`config.mk`:
```
export PLATFORM = sky130hd
export DESIGN_NAME = crc8_framer_flat
export DESIGN_NICKNAME = d
export VERILOG_FILES = /design/src/rtl/crc8_framer_if.sv /design/src/rtl/crc8_framer.sv /design/src/flat_wrapper.sv
export SDC_FILE = /design/constraint.sdc
export NUM_CORES = 1
export LEC_CHECK = 0
export BUFFER_PORTS_ARGS = -buffer_cell sky130_fd_sc_hd__buf_2
export CORE_MARGIN = 2
export CORE_UTILIZATION = 37
export DETAILED_ROUTE_END_ITERATION = 12
export PLACE_DENSITY = 0.58
export SLEW_MARGIN = 20
export SYNTH_ARGS = -nofsm -noshare
export SYNTH_HDL_FRONTEND = slang
export SYNTH_SLANG_ARGS = --single-unit
```
`constraint.sdc`:
```
create_clock -name clk -period 3.3 [get_ports clk]
set_clock_uncertainty 0.1 [all_clocks]
set_input_delay 0 -clock clk [delete_from_list [all_inputs] [get_ports clk]]
set_output_delay 0 -clock clk [all_outputs]
set_load 0.05 [all_outputs]
```
`src/rtl/crc8_framer_if.sv`:
```
// Byte-stream handshake bundle for crc8_framer: input stream plus the registered output stream.
// The master side is the byte source and sink; the slave side is the framer.
interface crc8_framer_if;
    logic [7:0] in_data;
    logic       in_valid;
    logic       in_ready;
    logic [7:0] out_data;
    logic       out_valid;
    logic       out_ready;
    logic       out_crc;
    logic       crc_err;

    modport master (
        output in_data, in_valid, out_ready,
        input  in_ready, out_data, out_valid, out_crc, crc_err
    );

    modport slave (
        input  in_data, in_valid, out_ready,
        output in_ready, out_data, out_valid, out_crc, crc_err
    );
endinterface

```
`src/rtl/crc8_framer.sv`:
```
// CRC-8 stream framer: passes payload bytes, inserts or checks one CRC byte per frame,
// then passes a fixed number of uncovered gap bytes. Single registered output stage.
module crc8_framer #(
    parameter logic [7:0]  POLYNOMIAL  = 8'h07,
    parameter logic [7:0]  INITIAL     = 8'hFF,
    parameter logic [7:0]  XOR_OUT     = 8'h00,
    parameter int unsigned PAYLOAD_LEN = 8,
    parameter int unsigned GAP_LEN     = 1,
    localparam int unsigned CW         = $clog2(PAYLOAD_LEN + GAP_LEN + 2)
) (
    input  logic                clk,
    input  logic                reset,
    input  logic                mode_check,
    crc8_framer_if.slave        bus,
    output logic [CW-1:0]       byte_counter
);

    typedef enum logic [1:0] {StPayload, StCrc, StGap} state_e;

    localparam logic [CW-1:0] PayLast   = CW'(PAYLOAD_LEN - 1);
    localparam logic [CW-1:0] FrameLast = CW'(PAYLOAD_LEN + GAP_LEN);

    state_e          state_q, state_d;
    logic [CW-1:0]   cnt_q, cnt_d;
    logic [7:0]      crc_q, crc_d;
    logic            mode_q, mode_d;
    logic [7:0]      out_data_q, out_data_d;
    logic            out_valid_q, out_valid_d;
    logic            out_crc_q, out_crc_d;
    logic            crc_err_q, crc_err_d;

    logic            free;
    logic            gen_crc;
    logic            in_ready;
    logic            produce;
    logic [7:0]      crc_tx;

    function automatic logic [7:0] crc_byte(input logic [7:0] crc, input logic [7:0] data);
        logic [7:0] c;
        c = crc ^ data;
        for (int i = 0; i < 8; i++) begin
            c = c[7] ? ((c << 1) ^ POLYNOMIAL) : (c << 1);
        end
        return c;
    endfunction

    // In generate mode the CRC beat needs only a free output slot, no input byte.
    always_comb begin
        free     = !out_valid_q || bus.out_ready;
        gen_crc  = (state_q == StCrc) && !mode_q;
        in_ready = free && !gen_crc;
        produce  = gen_crc ? free : (bus.in_valid && in_ready);
        crc_tx   = crc_q ^ XOR_OUT;
    end

    always_comb begin
        state_d     = state_q;
        cnt_d       = cnt_q;
        crc_d       = crc_q;
        mode_d      = mode_q;
        out_data_d  = out_data_q;
        out_valid_d = out_valid_q;
        out_crc_d   = out_crc_q;
        crc_err_d   = crc_err_q;

        if (produce) begin
            out_valid_d = 1'b1;
            out_data_d  = bus.in_data;
            out_crc_d   = 1'b0;
            crc_err_d   = 1'b0;
            cnt_d       = (cnt_q == FrameLast) ? '0 : cnt_q + CW'(1);
            unique case (state_q)
                StPayload: begin
                    // First payload byte latches the mode and restarts the CRC.
                    if (cnt_q == '0) begin
                        mode_d = mode_check;
                        crc_d  = crc_byte(INITIAL, bus.in_data);
                    end else begin
                        crc_d  = crc_byte(crc_q, bus.in_data);
                    end
                    if (cnt_q == PayLast) begin
                        state_d = StCrc;
                    end
                end
                StCrc: begin
                    out_crc_d = 1'b1;
                    if (mode_q) begin
                        crc_err_d = (bus.in_data != crc_tx);
                    end else begin
                        out_data_d = crc_tx;
                    end
                    state_d = (GAP_LEN == 0) ? StPayload : StGap;
                end
                StGap: begin
                    if (cnt_q == FrameLast) begin
                        state_d = StPayload;
                    end
                end
                default: state_d = StPayload;
            endcase
        end else if (bus.out_ready) begin
            out_valid_d = 1'b0;
            out_crc_d   = 1'b0;
            crc_err_d   = 1'b0;
        end
    end

    always_ff @(posedge clk or negedge reset) begin
        if (!reset) begin
            state_q     <= StPayload;
            cnt_q       <= '0;
            crc_q       <= INITIAL;
            mode_q      <= 1'b0;
            out_data_q  <= 8'h00;
            out_valid_q <= 1'b0;
            out_crc_q   <= 1'b0;
            crc_err_q   <= 1'b0;
        end else begin
            state_q     <= state_d;
            cnt_q       <= cnt_d;
            crc_q       <= crc_d;
            mode_q      <= mode_d;
            out_data_q  <= out_data_d;
            out_valid_q <= out_valid_d;
            out_crc_q   <= out_crc_d;
            crc_err_q   <= crc_err_d;
        end
    end

    assign bus.in_ready  = in_ready;
    assign bus.out_data  = out_data_q;
    assign bus.out_valid = out_valid_q;
    assign bus.out_crc   = out_crc_q;
    assign bus.crc_err   = crc_err_q;
    assign byte_counter  = cnt_q;

endmodule

```
`src/flat_wrapper.sv`:
```
// flat-port wrapper written by rule: the top's interface ports become plain ports
module crc8_framer_flat 
#(
    parameter logic [7:0]  POLYNOMIAL  = 8'h07,
    parameter logic [7:0]  INITIAL     = 8'hFF,
    parameter logic [7:0]  XOR_OUT     = 8'h00,
    parameter int unsigned PAYLOAD_LEN = 8,
    parameter int unsigned GAP_LEN     = 1,
    localparam int unsigned CW         = $clog2(PAYLOAD_LEN + GAP_LEN + 2)
)
  (clk, reset, mode_check, byte_counter, bus_in_data, bus_in_valid, bus_out_ready, bus_in_ready, bus_out_data, bus_out_valid, bus_out_crc, bus_crc_err);
  crc8_framer_if bus_i ();
  input  logic clk;
  input  logic reset;
  input  logic mode_check;
  output logic [CW-1:0] byte_counter;
  input wire logic [$bits(bus_i.in_data)-1:0] bus_in_data;
  input wire logic [$bits(bus_i.in_valid)-1:0] bus_in_valid;
  input wire logic [$bits(bus_i.out_ready)-1:0] bus_out_ready;
  output wire logic [$bits(bus_i.in_ready)-1:0] bus_in_ready;
  output wire logic [$bits(bus_i.out_data)-1:0] bus_out_data;
  output wire logic [$bits(bus_i.out_valid)-1:0] bus_out_valid;
  output wire logic [$bits(bus_i.out_crc)-1:0] bus_out_crc;
  output wire logic [$bits(bus_i.crc_err)-1:0] bus_crc_err;
  assign bus_i.in_data = bus_in_data;
  assign bus_i.in_valid = bus_in_valid;
  assign bus_i.out_ready = bus_out_ready;
  assign bus_in_ready = bus_i.in_ready;
  assign bus_out_data = bus_i.out_data;
  assign bus_out_valid = bus_i.out_valid;
  assign bus_out_crc = bus_i.out_crc;
  assign bus_crc_err = bus_i.crc_err;
  crc8_framer #(.POLYNOMIAL(POLYNOMIAL), .INITIAL(INITIAL), .XOR_OUT(XOR_OUT), .PAYLOAD_LEN(PAYLOAD_LEN), .GAP_LEN(GAP_LEN)) u_core (.clk(clk), .reset(reset), .mode_check(mode_check), .bus(bus_i), .byte_counter(byte_counter));
endmodule
```
# == After elaboration in Yosys (flattened, before gate mapping) ==
# Index checks and enable logic that the tools add are counted.
# totals
wordCells,78
out_inout_bits,16
reg_bits,26
inputBits,13
# op_classes
muxes,31
addsub,1
bitwise,18
eq_ne,7
reduce_logical,13
# ops
op,n
3-bit two-way mux,16
3-bit inverter,16
8-bit two-way mux,3
1-bit two-way mux,8
8-bit inequality test,1
8-bit inverter,1
8-bit bitwise XOR,1
2-bit one-hot mux with 3 select lines,1
3-bit AND reduction,2
"4-bit by 1-bit adder with 4-bit output, second input constant",1
"4-bit by 3-bit equality test with 1-bit output, second input constant",1
"4-bit equality test, second input constant",1
4-bit logical NOT,1
2-bit two-way mux,2
4-bit two-way mux,1
"2-bit by 1-bit inequality test with 1-bit output, second input constant",2
1-bit logical AND,3
1-bit logical NOT,3
"2-bit by 1-bit equality test with 1-bit output, second input constant",1
"2-bit equality test, second input constant",1
2-bit logical NOT,1
2-bit AND reduction,1
2-bit nonzero test,1
1-bit logical OR,1

# == Depth between registers and ports, before layout ==
# Gate-level depths: netlist of the first run.
# logic_depth
word_depth,18
mapped_depth,7
depth_no_buf,7

# == Worst setup path before layout of the first run ==
# OpenSTA, ideal clock, no wires.
# synth_timing
path_type,register to register
startpoint,register u_core.cnt_q[0] (netlist: u_core.byte_counter[0])
endpoint,register u_core.mode_q
path_buffers,2
period_less_slack_ns,2.163
setup_slack_ns,1.137
t_required_ns,3.075
path_stages_with_launch,6
arrival_ns,1.938
setup_time_ns,0.125
cell_sequence,dfrtp_1 buf_2 or4_1 clkbuf_1 nor2_1 mux2_2
# synth_between
elab_chain_len,2
# synth_lines
element,line,source
start: declaration,crc8_framer.sv:24,"logic [CW-1:0] cnt_q, cnt_d;"
start signal: assignment,crc8_framer.sv:120,cnt_q <= cnt_d;
4-bit logical NOT,crc8_framer.sv:75,if (cnt_q == '0) begin
3-bit AND reduction (no line),--,
end signal: assignment,crc8_framer.sv:122,mode_q <= mode_d;
end: declaration,crc8_framer.sv:26,"logic mode_q, mode_d;"
# No other way between the ends.
# A chain may end at the register's enable or synchronous reset.

# == Worst setup path after layout of the first run ==
# Same ends and word-level chain as after synthesis.

==> results of run 1 <==
logic make-up after synthesis:
family                   count (synthesis)  share of synthesized area
adder cells (fa/ha/maj)                  3                     0.0217
XOR/XNOR                                35                      0.186
flip-flops                              26                      0.383
AND/OR/NAND/NOR                         59                      0.168
buffers and inverters                   17                     0.0420
AO/OA/AOI/OAI                           43                      0.140
multiplexers                            10                     0.0594
state kept, by name, indices dropped and copies added, names as in the netlist:
register	flops
u_core.bus.crc_err	1
u_core.bus.out_valid	1
u_core.crc_q	8
u_core.state_q	2
u_core.byte_counter	4
u_core.mode_q	1
u_core.bus.out_crc	1
u_core.bus.out_data	8
area by class of cell:
type / count / area [µm²] / area share
Multi-Input combinational cell: 150 / 998 / 0.502
Clock buffer: 4 / 45.0 / 0.0226
Timing Repair Buffer: 36 / 210 / 0.106
Tap cell: 52 / 65.1 / 0.0327
Inverter: 3 / 11.3 / 0.00566
Sequential cell: 26 / 661 / 0.332
power groups by stage:
stage | registers, µW | logic [µW] | clock network [µW]
CTS | 649 | 1090 | 192
global route | 677 | 1200 | 203
global placement | 652 | 1070 | 0
detailed placement | 655 | 1080 | 0
finish | 648 | 1080 | 188
floorplan | 797 | 715 | 0
layer usage:
metal  vias to the layer above  wire length (µm)
met5                         -                 0
met4                         0                29
met3                         4               140
met2                        27              1590
met1                       626              1870
li1                        707                 -
metrics by stage:
step	setup slack [ns]	hold WS, ns	util	std cells
2_1_floorplan	1.14	-0.396	-	193
3_5_place_dp	1.32	-0.0532	0.432	263
6_report	1.31	-0.00705	0.451	271
4_1_cts	1.30	0.00421	0.451	271
3_3_place_gp	1.34	-0.0495	0.432	263
5_1_grt	1.08	0.0197	0.451	271
layout by cell type, fill, tap and decap left out, types with 2 or more instances in the layout:
master	count
sky130_fd_sc_hd__inv_1	3
sky130_fd_sc_hd__nand2b_1	3
sky130_fd_sc_hd__xnor2_1	25
sky130_fd_sc_hd__mux2_2	2
sky130_fd_sc_hd__or4_1	2
sky130_fd_sc_hd__mux2i_1	8
sky130_fd_sc_hd__o31ai_1	2
sky130_fd_sc_hd__nor3_1	2
sky130_fd_sc_hd__dfstp_2	8
sky130_fd_sc_hd__nor2_1	11
sky130_fd_sc_hd__buf_2	28
sky130_fd_sc_hd__dlygate4sd3_1	4
sky130_fd_sc_hd__nor2b_1	6
sky130_fd_sc_hd__buf_4	4
sky130_fd_sc_hd__nand2_1	21
sky130_fd_sc_hd__or3_1	2
sky130_fd_sc_hd__xnor2_2	2
sky130_fd_sc_hd__xor2_1	8
sky130_fd_sc_hd__nand3_1	8
sky130_fd_sc_hd__o21ai_0	22
sky130_fd_sc_hd__clkbuf_8	3
sky130_fd_sc_hd__ha_1	3
sky130_fd_sc_hd__a21oi_1	11
sky130_fd_sc_hd__dfrtp_1	18
sky130_fd_sc_hd__a31oi_1	2
critical path, cell delays in order, from the launching register on:
cell and delay [ns]:
sky130_fd_sc_hd__dfrtp_1 0.50, sky130_fd_sc_hd__or4_1 0.72, sky130_fd_sc_hd__nor2_1 0.21, sky130_fd_sc_hd__mux2_2 0.36
worst max-delay path by stage:
| stage | from | end | slack (ns) | depth (start not counted) |
|---|---|---|---|---|
| after floorplan | u_core.byte_counter[0]$_DFFE_PN0P_ | u_core.mode_q$_DFFE_PN0P_ | 1.14 | 5 |
| after global placement | u_core.state_q[0]$_DFFE_PN0P_ | u_core.bus.out_data[4]$_DFFE_PN0P_ | 1.34 | 5 |
| after detailed placement | u_core.state_q[0]$_DFFE_PN0P_ | u_core.bus.out_data[3]$_DFFE_PN0P_ | 1.32 | 5 |
| after CTS | u_core.state_q[0]$_DFFE_PN0P_ | u_core.bus.out_data[4]$_DFFE_PN0P_ | 1.30 | 5 |
| after global routing | u_core.state_q[0]$_DFFE_PN0P_ | u_core.state_q[1]$_DFFE_PN0P_ | 1.08 | 6 |
| final | u_core.byte_counter[0]$_DFFE_PN0P_ | u_core.mode_q$_DFFE_PN0P_ | 1.31 | 3 |
what timing repair did:
item	CTS	global route
buffers inserted	0	0
hold buffers	4	0
endpoints found under the hold margin	22	0
==> out/qor.txt, run 1 <==
actual transition at the worst max-transition pin: 0.704 ns
synthesis-to-finish area growth: 15.3%
leading cell types by count after synthesis: 25 x sky130_fd_sc_hd__xnor2_1, 22 x sky130_fd_sc_hd__o21ai_0, 21 x sky130_fd_sc_hd__nand2_1, 18 x sky130_fd_sc_hd__dfrtp_1
clock tree from TritonCTS: built
result of the run: complete, but fails checks
number of detailed-routing iterations run before antenna repair: 4
combined global-route utilization of all metal layers: 0.150
critical path fanouts, max: 10
proportion of power drawn by combinational gates: 0.563
achievable frequency: 0.502 GHz
Flop pwr share: 0.338
cell type with the highest aggregate area in the netlist: sky130_fd_sc_hd__dfrtp_1
vias: 1364
internal cell power: 996 µW
clock network fraction of design power: 0.098
Critical Setup Path Class: register to register
drt initial violations: 58
Leakage Power: 0.000827 µW
DP Area: 0.00191 mm²
Max-Cap Viols: 0
data required time of the critical path: 3.36 ns
Routed Antenna Nets: 0
post-route standard cell area excluding fillers: 0.00199 mm²
post-route clock period utilization: 0.603
TritonCTS Sinks: 26
critical hold path startpoint: bus_in_data[0]
fraction of met3 tracks used by global routing: 0.0278
worst hold path class: input port to register
number of nets in the layout: 236
H-tree depth reported by CTS: 1
time the final worst path needs with I/O delays and setup: 1.99 ns
maximum vdd drop: 0.268 mV
routing usage on met2: 0.239
via count of the first global-routing pass: 1272
Mapped Area: 0.00173 mm²
critical register-to-register path startpoint: u_core.byte_counter[0]$_DFFE_PN0P_
largest net degree at the start of global routing: 27
sum of negative setup slack: 0 ns
global-route wire length before repair: 6150 µm
Worst R2R End: u_core.mode_q$_DFFE_PN0P_
latest clock arrival within the worst-skew pair: 0.27 ns
Final GP Congestion: 0.739
filler cell count in the final layout: 446
max-slew violation count: 0
most frequently used flop master after synthesis: sky130_fd_sc_hd__dfrtp_1
detail-routed via count per cell: 5.03
number of stages on the worst hold path: 3
Post-Synthesis Net Count: 209
I/O pin cnt: 29
startpoint type of the worst setup path: register
fraction of layout instances using a drive strength above 1: 0.228
critical path data arrival time: 2.05 ns
number of buffers inserted by port buffering: 28
Remaining DRCs: 0
row count: 24
mean area per synthesized cell: 8.95 µm²
count of flip-flops with a built-in enable after synthesis: 0
Yosys top cell area share: 0.261
depth of the worst register-to-register path: 3
Pwr Density: 962 mW/mm²
share of the yosys chip area belonging to registers: 0.383
crit path capture type: register
y dimension of the die: 72.3 µm
clk slew on worst S/H paths: 0.09 ns
M1 GR Usage: 0.213
total half-perimeter wirelength after legalization and detailed placement: 2680 µm
switch share: 0.480
cells after synthesis: 193
synth warn: 0
worst hold margin: -0.00705 ns
Netlist cell types: 33
most used routing layer: met2
total design power: 1910 µW
post-cts repair resize count: 0
Synth async-reset ratio: 1.00
clk root buf: sky130_fd_sc_hd__clkbuf_8
Routed WL per cell: 13.4 µm
total setup violations reported at the end of the flow: 0
GR Overflow Total: 0
area enclosed by the die boundary: 0.00523 mm²
number of antenna violations at the first check in global routing: 0
width of the die: 72.3 µm
violated checks: negative hold slack
initial core utilization: 0.391
total wirelength of the detailed-routed design: 3630 µm
number of hold violations in the final report: 1
Seq cells post-synth: 26
setup slack, reg-to-reg: 1.31 ns
WHS Endpoint: u_core.bus.out_data[0]$_DFFE_PN0P_
most area-consuming cells after synthesis: sky130_fd_sc_hd__dfrtp_1 26%, sky130_fd_sc_hd__xnor2_1 13%, sky130_fd_sc_hd__dfstp_2 12%
setup repair after global routing missed its margin: no
Max Root-Sink Buffers: 2
number of clock buffers inserted by TritonCTS: 3
most frequent cell after synthesis: sky130_fd_sc_hd__xnor2_1
number of antenna cells inserted: 0
remaining max-slew budget at the tightest pin: 0.527
switching power: 918 µW
area of the core: 0.00441 mm²
Power figures use the tool's default switching activity.
==> run 2: changes to the inputs <==
--- a/config.mk
+++ b/config.mk
@@ -5,11 +5,12 @@
 export SDC_FILE = /design/constraint.sdc
 export NUM_CORES = 1
 export LEC_CHECK = 0
+export ABC_AREA = 1
 export BUFFER_PORTS_ARGS = -buffer_cell sky130_fd_sc_hd__buf_2
 export CORE_MARGIN = 2
 export CORE_UTILIZATION = 37
 export DETAILED_ROUTE_END_ITERATION = 12
-export PLACE_DENSITY = 0.58
+export PLACE_DENSITY = 0.6
 export SLEW_MARGIN = 20
 export SYNTH_ARGS = -nofsm -noshare
 export SYNTH_HDL_FRONTEND = slang
==> constraint.sdc (replaced) <==
create_clock -name clk -period 1.7 [get_ports clk]
set_clock_uncertainty 0.1 [all_clocks]
set_input_delay 0 -clock clk [delete_from_list [all_inputs] [get_ports clk]]
set_output_delay 0 -clock clk [all_outputs]
set_load 0.05 [all_outputs]
==> run 2 against run 1 <==
Against the previous run:
- critical path type unchanged
- the flow now finishes without violations
- worst setup slack got worse by 1.2 ns
- sequential power increased by 71%
- via count increased by 28%
- first-iteration DRC count increased by 45%
- highest routed layer unchanged
- register-to-register slack got worse by 1.2 ns
- area after synthesis increased by 7.1%
==> out/qor.txt, run 2 <==
final design utilization: 0.467 (+0.0165)
largest net degree at the start of global routing: 27 (unchanged)
width of the die: 74.7 µm (+3.3%)
number of nets in the layout: 312 (+32%)
latest clock arrival within the worst-skew pair: 0.27 ns (about the same)
most frequently used flop master after synthesis: sky130_fd_sc_hd__dfrtp_1
total design power: 3690 µW (+93%)
vias: 1751 (+28%)
cells after synthesis: 258 (+34%)
area of the core: 0.00479 mm² (+8.4%)
setup repair after global routing missed its margin: yes
DP Area: 0.00207 mm² (+8.7%)
Pwr Density: 1650 mW/mm² (+72%)
synth warn: 0 (unchanged)
Max Root-Sink Buffers: 2 (unchanged)
number of clock buffers inserted by TritonCTS: 3 (unchanged)
CP delay by family, top: flip-flops
critical path fanouts, max: 4 (-6)
post-route clock period utilization: 0.929 (+0.326)
mean area per synthesized cell: 7.17 µm² (-20%)
crit path capture type: register
clk slew on worst S/H paths: 0.10 ns (about the same)
Seq cells post-synth: 26 (unchanged)
combined global-route utilization of all metal layers: 0.174 (+0.0243)
I/O pin cnt: 29 (unchanged)
setup bufs post-CTS: 0 (unchanged)
worst hold path class: input port to register
startpoint type of the worst setup path: register
leading cell types by count after synthesis: 96 x sky130_fd_sc_hd__nand2_1, 23 x sky130_fd_sc_hd__inv_1, 20 x sky130_fd_sc_hd__o21ai_0, 18 x sky130_fd_sc_hd__dfrtp_1, 17 x sky130_fd_sc_hd__nand3_1
number of buffers inserted by port buffering: 28 (unchanged)
Setup WS post-layout: 0.120 ns (-1.19 ns)
TritonCTS Sinks: 26 (unchanged)
via count of the first global-routing pass: 1602 (+26%)
total wirelength of the detailed-routed design: 4410 µm (+21%)
post-placement setup slack: -0.00583 ns (-1.33 ns)
commonest non-fill, non-tap cell in the layout: sky130_fd_sc_hd__nand2_1
Netlist cell types: 34 (+3.0%)
number of antenna violations at the first check in global routing: 0 (unchanged)
area enclosed by the die boundary: 0.00558 mm² (+6.7%)
row count: 25 (+4.2%)
post-route standard cell area excluding fillers: 0.00224 mm² (+12%)
GR Overflow Total: 0 (unchanged)
Worst Path Buf+Inv: 0 (unchanged)
count of flip-flops with a built-in enable after synthesis: 0 (unchanged)
achievable frequency: 0.633 GHz (+26%)
data required time of the critical path: 1.81 ns (-1.55 ns)
cell type with the highest aggregate area in the netlist: sky130_fd_sc_hd__dfrtp_1
total half-perimeter wirelength after legalization and detailed placement: 3360 µm (+25%)
number of antenna cells inserted: 0 (unchanged)
Leakage Power: 0.00116 µW (+40%)
maximum vdd drop: 0.637 mV (+140%)
Mapped Area: 0.00185 mm² (+7.1%)
H-tree depth reported by CTS: 1 (unchanged)
flip-flop and latch area: 661 µm² (unchanged)
time the final worst path needs with I/O delays and setup: 1.58 ns (-0.410 ns)
most frequent cell after synthesis: sky130_fd_sc_hd__nand2_1
clk root buf: sky130_fd_sc_hd__clkbuf_8
total setup violations reported at the end of the flow: 0 (unchanged)
drt initial violations: 84 (+45%)
actual transition at the worst max-transition pin: 0.609 ns (-0.0949 ns)
Synth async-reset ratio: 1.00 (unchanged)
Routed WL per cell: 12.2 µm (-9.1%)
number of detailed-routing iterations run before antenna repair: 4 (unchanged)
result of the run: completed
Routed Antenna Nets: 0 (unchanged)
Max-Cap Viols: 0 (unchanged)
Final GP Congestion: 0.833 (+13%)
clock tree from TritonCTS: built
number of hold violations in the final report: 0 (-1)
biggest cell delay along the critical path: 0.60 ns (-0.12 ns)
slowest stage cell, crit path: sky130_fd_sc_hd__dfstp_2
filler cell count in the final layout: 509 (+14%)
fraction of layout instances using a drive strength above 1: 0.241 (+0.0124)
most area-consuming cells after synthesis: sky130_fd_sc_hd__dfrtp_1 24%, sky130_fd_sc_hd__nand2_1 19%, sky130_fd_sc_hd__dfstp_2 11%
commonest non-fill, non-tap cells in the layout: 96 x sky130_fd_sc_hd__nand2_1, 28 x sky130_fd_sc_hd__buf_2, 22 x sky130_fd_sc_hd__inv_1
critical path data arrival time: 1.69 ns (-0.36 ns)
max-slew violation count: 0 (unchanged)
y dimension of the die: 74.7 µm (+3.3%)
global-route wire length before repair: 7420 µm (+21%)
Post-Synthesis Net Count: 274 (+31%)
worst-path cell chain: xnor2_2 -> ha_1 -> xnor2_1 -> o211ai_1 -> nand2_1
share of the yosys chip area belonging to registers: 0.357 (-0.0254)
remaining max-slew budget at the tightest pin: 0.594 (+0.0664)
Multi-input gate area: 0.00109 mm² (+9.1%)
initial core utilization: 0.386 (-0.00475)
Yosys top cell area share: 0.244 (-0.0173)
detail-routed via count per cell: 4.84 (-3.9%)
Critical Setup Path Class: register to register
Remaining DRCs: 0 (unchanged)
synthesis-to-finish area growth: 21.0%
run 2: changes by cell type after synthesis, sizes merged, moves of 8 or more:
cell    previous run  this run
nand2             21       106
inv                3        26
xnor2             27         8
nand3              8        18
clkbuf             9         1
mux2i              8         0
run 2: metal layers:
layer	vias to the layer above	share of wire	GRT usage
li1	899	-	-
met1	811	0.50	0.240
met2	37	0.46	0.286
met3	4	0.037	0.0295
met4	0	0.011	0.0437
met5	-	0	0
run 2: logic make-up (layout without fill, tap and decap cells):
logic type | Yosys count | in the layout | synth area share
compound gates | 41 | 41 | 0.131
simple gates | 138 | 138 | 0.325
buf+inv | 32 | 69 | 0.0724
xor+xnor | 18 | 18 | 0.0934
fa+ha+maj | 3 | 3 | 0.0203
flops | 26 | 26 | 0.357
run 2: report_power, final:
| group | switching (µW) | total (µW) | leakage (µW) | internal (µW) |
|---|---|---|---|---|
| sequential | 221 | 1110 | 0.000304 | 894 |
| clock | 210 | 525 | 0.0000357 | 315 |
| combinational | 1340 | 2050 | 0.000816 | 719 |
| total | 1770 | 3690 | 0.00116 | 1930 |
run 2: worst min-delay path: cells and delay by family:
kind	cells	cell delay, ns
and+or+nand+nor	3	0.19
AOI/OAI and AO/OA	1	0.08
buffers and inverters	1	0.13
run 2: stage by stage:
| stage | TNS [ns] | hold slack (ns) | cells |
|---|---|---|---|
| after CTS | 0 | 0.0278 | 362 |
| after global placement | -0.00449 | -0.0592 | 352 |
| after floorplan | 0 | -0.396 | 258 |
| after detailed placement | -0.00583 | -0.0581 | 352 |
| final | 0 | 0.0219 | 362 |
| after global routing | -0.0515 | 0.0560 | 362 |
run 2: path summary, 6_finish.rpt:
check,startpoint,cells after the start,to,slack (ns)
setup / recovery,u_core.crc_q[5]$_DFFE_PN1P_,5,u_core.crc_q[5]$_DFFE_PN1P_,0.12
hold / removal,bus_in_data[3],5,u_core.crc_q[3]$_DFFE_PN1P_,0.02
setup reg to reg,u_core.crc_q[5]$_DFFE_PN1P_,5,u_core.crc_q[5]$_DFFE_PN1P_,0.12
hold reg to reg,u_core.bus.out_data[6]$_DFFE_PN0P_,2,u_core.bus.out_data[6]$_DFFE_PN0P_,0.39
max in group asynchronous,reset,2,u_core.bus.out_crc$_DFFE_PN0P_,0.95
min in group asynchronous,reset,2,u_core.byte_counter[1]$_DFFE_PN0P_,0.16
run 2: cell type report:
| type | instances | area share |
|---|---|---|
| repair buffers | 38 | 0.103 |
| multi-input cells | 200 | 0.487 |
| flip-flops and latches | 26 | 0.295 |
| well taps | 67 | 0.0375 |
| inverters | 27 | 0.0453 |
| clock inverters | 1 | 0.0134 |
| clock buffers | 3 | 0.0185 |
run 2: what timing repair did:
| item | 4_1_cts | 5_1_grt |
|---|---|---|
| hold endpoints to repair | 24 | 0 |
| pin swaps | 0 | 1 |
| setup endpoints to repair | 1 | 5 |
| cloned | 0 | 0 |
| hold buffers | 6 | 0 |
| gates resized for setup | 2 | 5 |
==> run 3: changes to the inputs <==
--- a/config.mk
+++ b/config.mk
@@ -8,9 +8,9 @@
 export ABC_AREA = 1
 export BUFFER_PORTS_ARGS = -buffer_cell sky130_fd_sc_hd__buf_2
 export CORE_MARGIN = 2
-export CORE_UTILIZATION = 37
+export CORE_UTILIZATION = 50
 export DETAILED_ROUTE_END_ITERATION = 12
-export PLACE_DENSITY = 0.6
+export PLACE_DENSITY = 0.74
 export SLEW_MARGIN = 20
 export SYNTH_ARGS = -nofsm -noshare
 export SYNTH_HDL_FRONTEND = slang
==> constraint.sdc (replaced) <==
create_clock -name clk -period 1.81 [get_ports clk]
set_clock_uncertainty 0.1 [all_clocks]
set_input_delay 0 -clock clk [delete_from_list [all_inputs] [get_ports clk]]
set_output_delay 0 -clock clk [all_outputs]
set_load 0.05 [all_outputs]
==> run 3 against run 2 <==
Against the previous run:
- non-clock buffer count unchanged
- largest cell class unchanged
- power decreased by 11%
- sequential power down 7%
- cell count shrank 5.2%
- critical path type unchanged
==> out/qor.txt, run 3 (same netlist as run 2, synthesis figures left out) <==
maximum vdd drop: 0.695 mV (+9.0%)
Multi-input gate area: 0.00106 mm² (-2.5%)
time the final worst path needs with I/O delays and setup: 1.75 ns (+0.169 ns)
post-route clock period utilization: 0.966 (+0.0371)
fraction of layout instances using a drive strength above 1: 0.224 (-0.0169)
actual transition at the worst max-transition pin: 0.597 ns (-0.0122 ns)
Max-Cap Viols: 0 (unchanged)
area of the core: 0.00361 mm² (-25%)
y dimension of the die: 64.8 µm (-13%)
remaining max-slew budget at the tightest pin: 0.602 (+0.00814)
number of hold violations in the final report: 0 (unchanged)
row count: 22 (-12%)
data required time of the critical path: 1.86 ns (+0.05 ns)
proportion of power drawn by combinational gates: 0.567 (+0.011)
biggest cell delay along the critical path: 0.59 ns (about the same)
setup bufs post-CTS: 0 (unchanged)
TritonCTS Sinks: 26 (unchanged)
internal cell power: 1670 µW (-13%)
latest clock arrival within the worst-skew pair: 0.28 ns (about the same)
combined global-route utilization of all metal layers: 0.222 (+0.0473)
total half-perimeter wirelength after legalization and detailed placement: 3100 µm (-7.8%)
setup repair after global routing missed its margin: no
total wirelength of the detailed-routed design: 4180 µm (-5.3%)
H-tree depth reported by CTS: 1 (unchanged)
largest net degree at the start of global routing: 27 (unchanged)
max-slew violation count: 0 (unchanged)
synthesis-to-finish area growth: 17.3%
worst-path cell chain: xnor2_1 -> ha_1 -> nand3_1 -> o31ai_1 -> o22ai_1
critical path fanouts, max: 4 (unchanged)
number of detailed-routing iterations run before antenna repair: 4 (unchanged)
Critical Setup Path Class: register to register
clk root buf: sky130_fd_sc_hd__clkbuf_8
Worst Path Buf+Inv: 0 (unchanged)
Routed Antenna Nets: 0 (unchanged)
vias: 1732 (-1.1%)
commonest non-fill, non-tap cell in the layout: sky130_fd_sc_hd__nand2_1
Flop pwr share: 0.315 (+0.013)
flip-flop and latch area: 661 µm² (unchanged)
width of the die: 64.8 µm (-13%)
number of antenna violations at the first check in global routing: 0 (unchanged)
result of the run: completed
initial core utilization: 0.513 (+0.126)
number of nets in the layout: 312 (unchanged)
global-route wire length before repair: 7290 µm (-1.7%)
filler cell count in the final layout: 323 (-37%)
achievable frequency: 0.572 GHz (-9.7%)
clock network fraction of design power: 0.119 (-0.023)
clk slew on worst S/H paths: 0.09 ns (about the same)
Max Root-Sink Buffers: 2 (unchanged)
GR Overflow Total: 0 (unchanged)
number of buffers inserted by port buffering: 28 (unchanged)
drt initial violations: 81 (-3.6%)
Remaining DRCs: 0 (unchanged)
total design power: 3290 µW (-11%)
critical path data arrival time: 1.80 ns (+0.11 ns)
startpoint type of the worst setup path: register
via count of the first global-routing pass: 1660 (+3.6%)
crit path capture type: register
sum of negative setup slack: 0 ns (unchanged)
switch share: 0.491 (+0.0130)
I/O pin cnt: 29 (unchanged)
switching power: 1620 µW (-8.6%)
Routed WL per cell: 12.2 µm (-0.11%)
detail-routed via count per cell: 5.05 (+4.4%)
slowest stage cell, crit path: sky130_fd_sc_hd__dfstp_2
worst hold path class: input port to register
Leakage Power: 0.00114 µW (-1.1%)
commonest non-fill, non-tap cells in the layout: 96 x sky130_fd_sc_hd__nand2_1, 28 x sky130_fd_sc_hd__buf_2, 23 x sky130_fd_sc_hd__inv_1
Pwr Density: 1520 mW/mm² (-8.2%)
area enclosed by the die boundary: 0.00420 mm² (-25%)
total setup violations reported at the end of the flow: 0 (unchanged)
Final GP Congestion: 0.932 (+12%)
clock tree from TritonCTS: built
number of antenna cells inserted: 0 (unchanged)
number of clock buffers inserted by TritonCTS: 3 (unchanged)
CP delay by family, top: flip-flops
[run 3: repair_timing]
item / CTS / global route
gates resized for setup: 0 / 1
setup endpoints to repair: 0 / 1
hold buffers: 6 / 0
endpoints found under the hold margin: 32 / 0
[run 3: worst min-delay path, delay by kind of cell]
kind	cells	cell delay, ns
AOI/OAI and AO/OA	1	0.08
and+or+nand+nor	3	0.19
buffers and inverters	1	0.14
[run 3: power by group through the flow]
stage / registers, µW / clock network (µW) / logic [µW]
CTS: 1030 / 396 / 1860
floorplan: 1310 / 0 / 1170
global route: 1060 / 424 / 2080
finish: 1030 / 390 / 1860
detailed placement: 1040 / 0 / 1830
global placement: 1030 / 0 / 1810
[run 3: metrics by stage]
stage / std cells / setup WS, ns / area, µm² / hold WS (ns) / utilization
after floorplan: 258 / 0.170 / 1850 / -0.396 / -
after global placement: 333 / 0.121 / 2050 / -0.0628 / 0.568
after detailed placement: 333 / 0.0915 / 2050 / -0.0641 / 0.568
after CTS: 343 / 0.0680 / 2160 / 0.0339 / 0.600
after global routing: 343 / 0.00549 / 2170 / 0.0636 / 0.602
final: 343 / 0.0607 / 2170 / 0.0302 / 0.602
[run 3: layer usage]
| metal | wire length, µm | up-vias | global-route usage |
|---|---|---|---|
| met1 | 2040 | 796 | 0.286 |
| met3 | 123 | 7 | 0.0382 |
| met5 | 0 | - | 0 |
| met4 | 70 | 0 | 0.0824 |
| met2 | 1950 | 31 | 0.370 |
| li1 | - | 898 | - |
[run 3: worst paths after layout]
kind / to / start / slack, ns / cells after the start
setup / recovery: u_core.bus.crc_err$_DFFE_PN0P_ / u_core.crc_q[5]$_DFFE_PN1P_ / 0.06 / 5
hold / removal: u_core.crc_q[3]$_DFFE_PN1P_ / bus_in_data[3] / 0.03 / 5
setup reg to reg: u_core.bus.crc_err$_DFFE_PN0P_ / u_core.crc_q[5]$_DFFE_PN1P_ / 0.06 / 5
hold reg to reg: u_core.bus.out_data[0]$_DFFE_PN0P_ / u_core.bus.out_data[0]$_DFFE_PN0P_ / 0.38 / 2
max in group asynchronous: u_core.bus.out_data[4]$_DFFE_PN0P_ / reset / 1.07 / 2
min in group asynchronous: u_core.byte_counter[3]$_DFFE_PN0P_ / reset / 0.15 / 2
[run 3: area by class of cell]
class | count | share of cell area
multi-input combinational | 200 | 0.490
sequential | 26 | 0.304
timing repair buffer | 38 | 0.106
inverter | 27 | 0.0467
tap | 48 | 0.0277
clock buffer | 4 | 0.0254
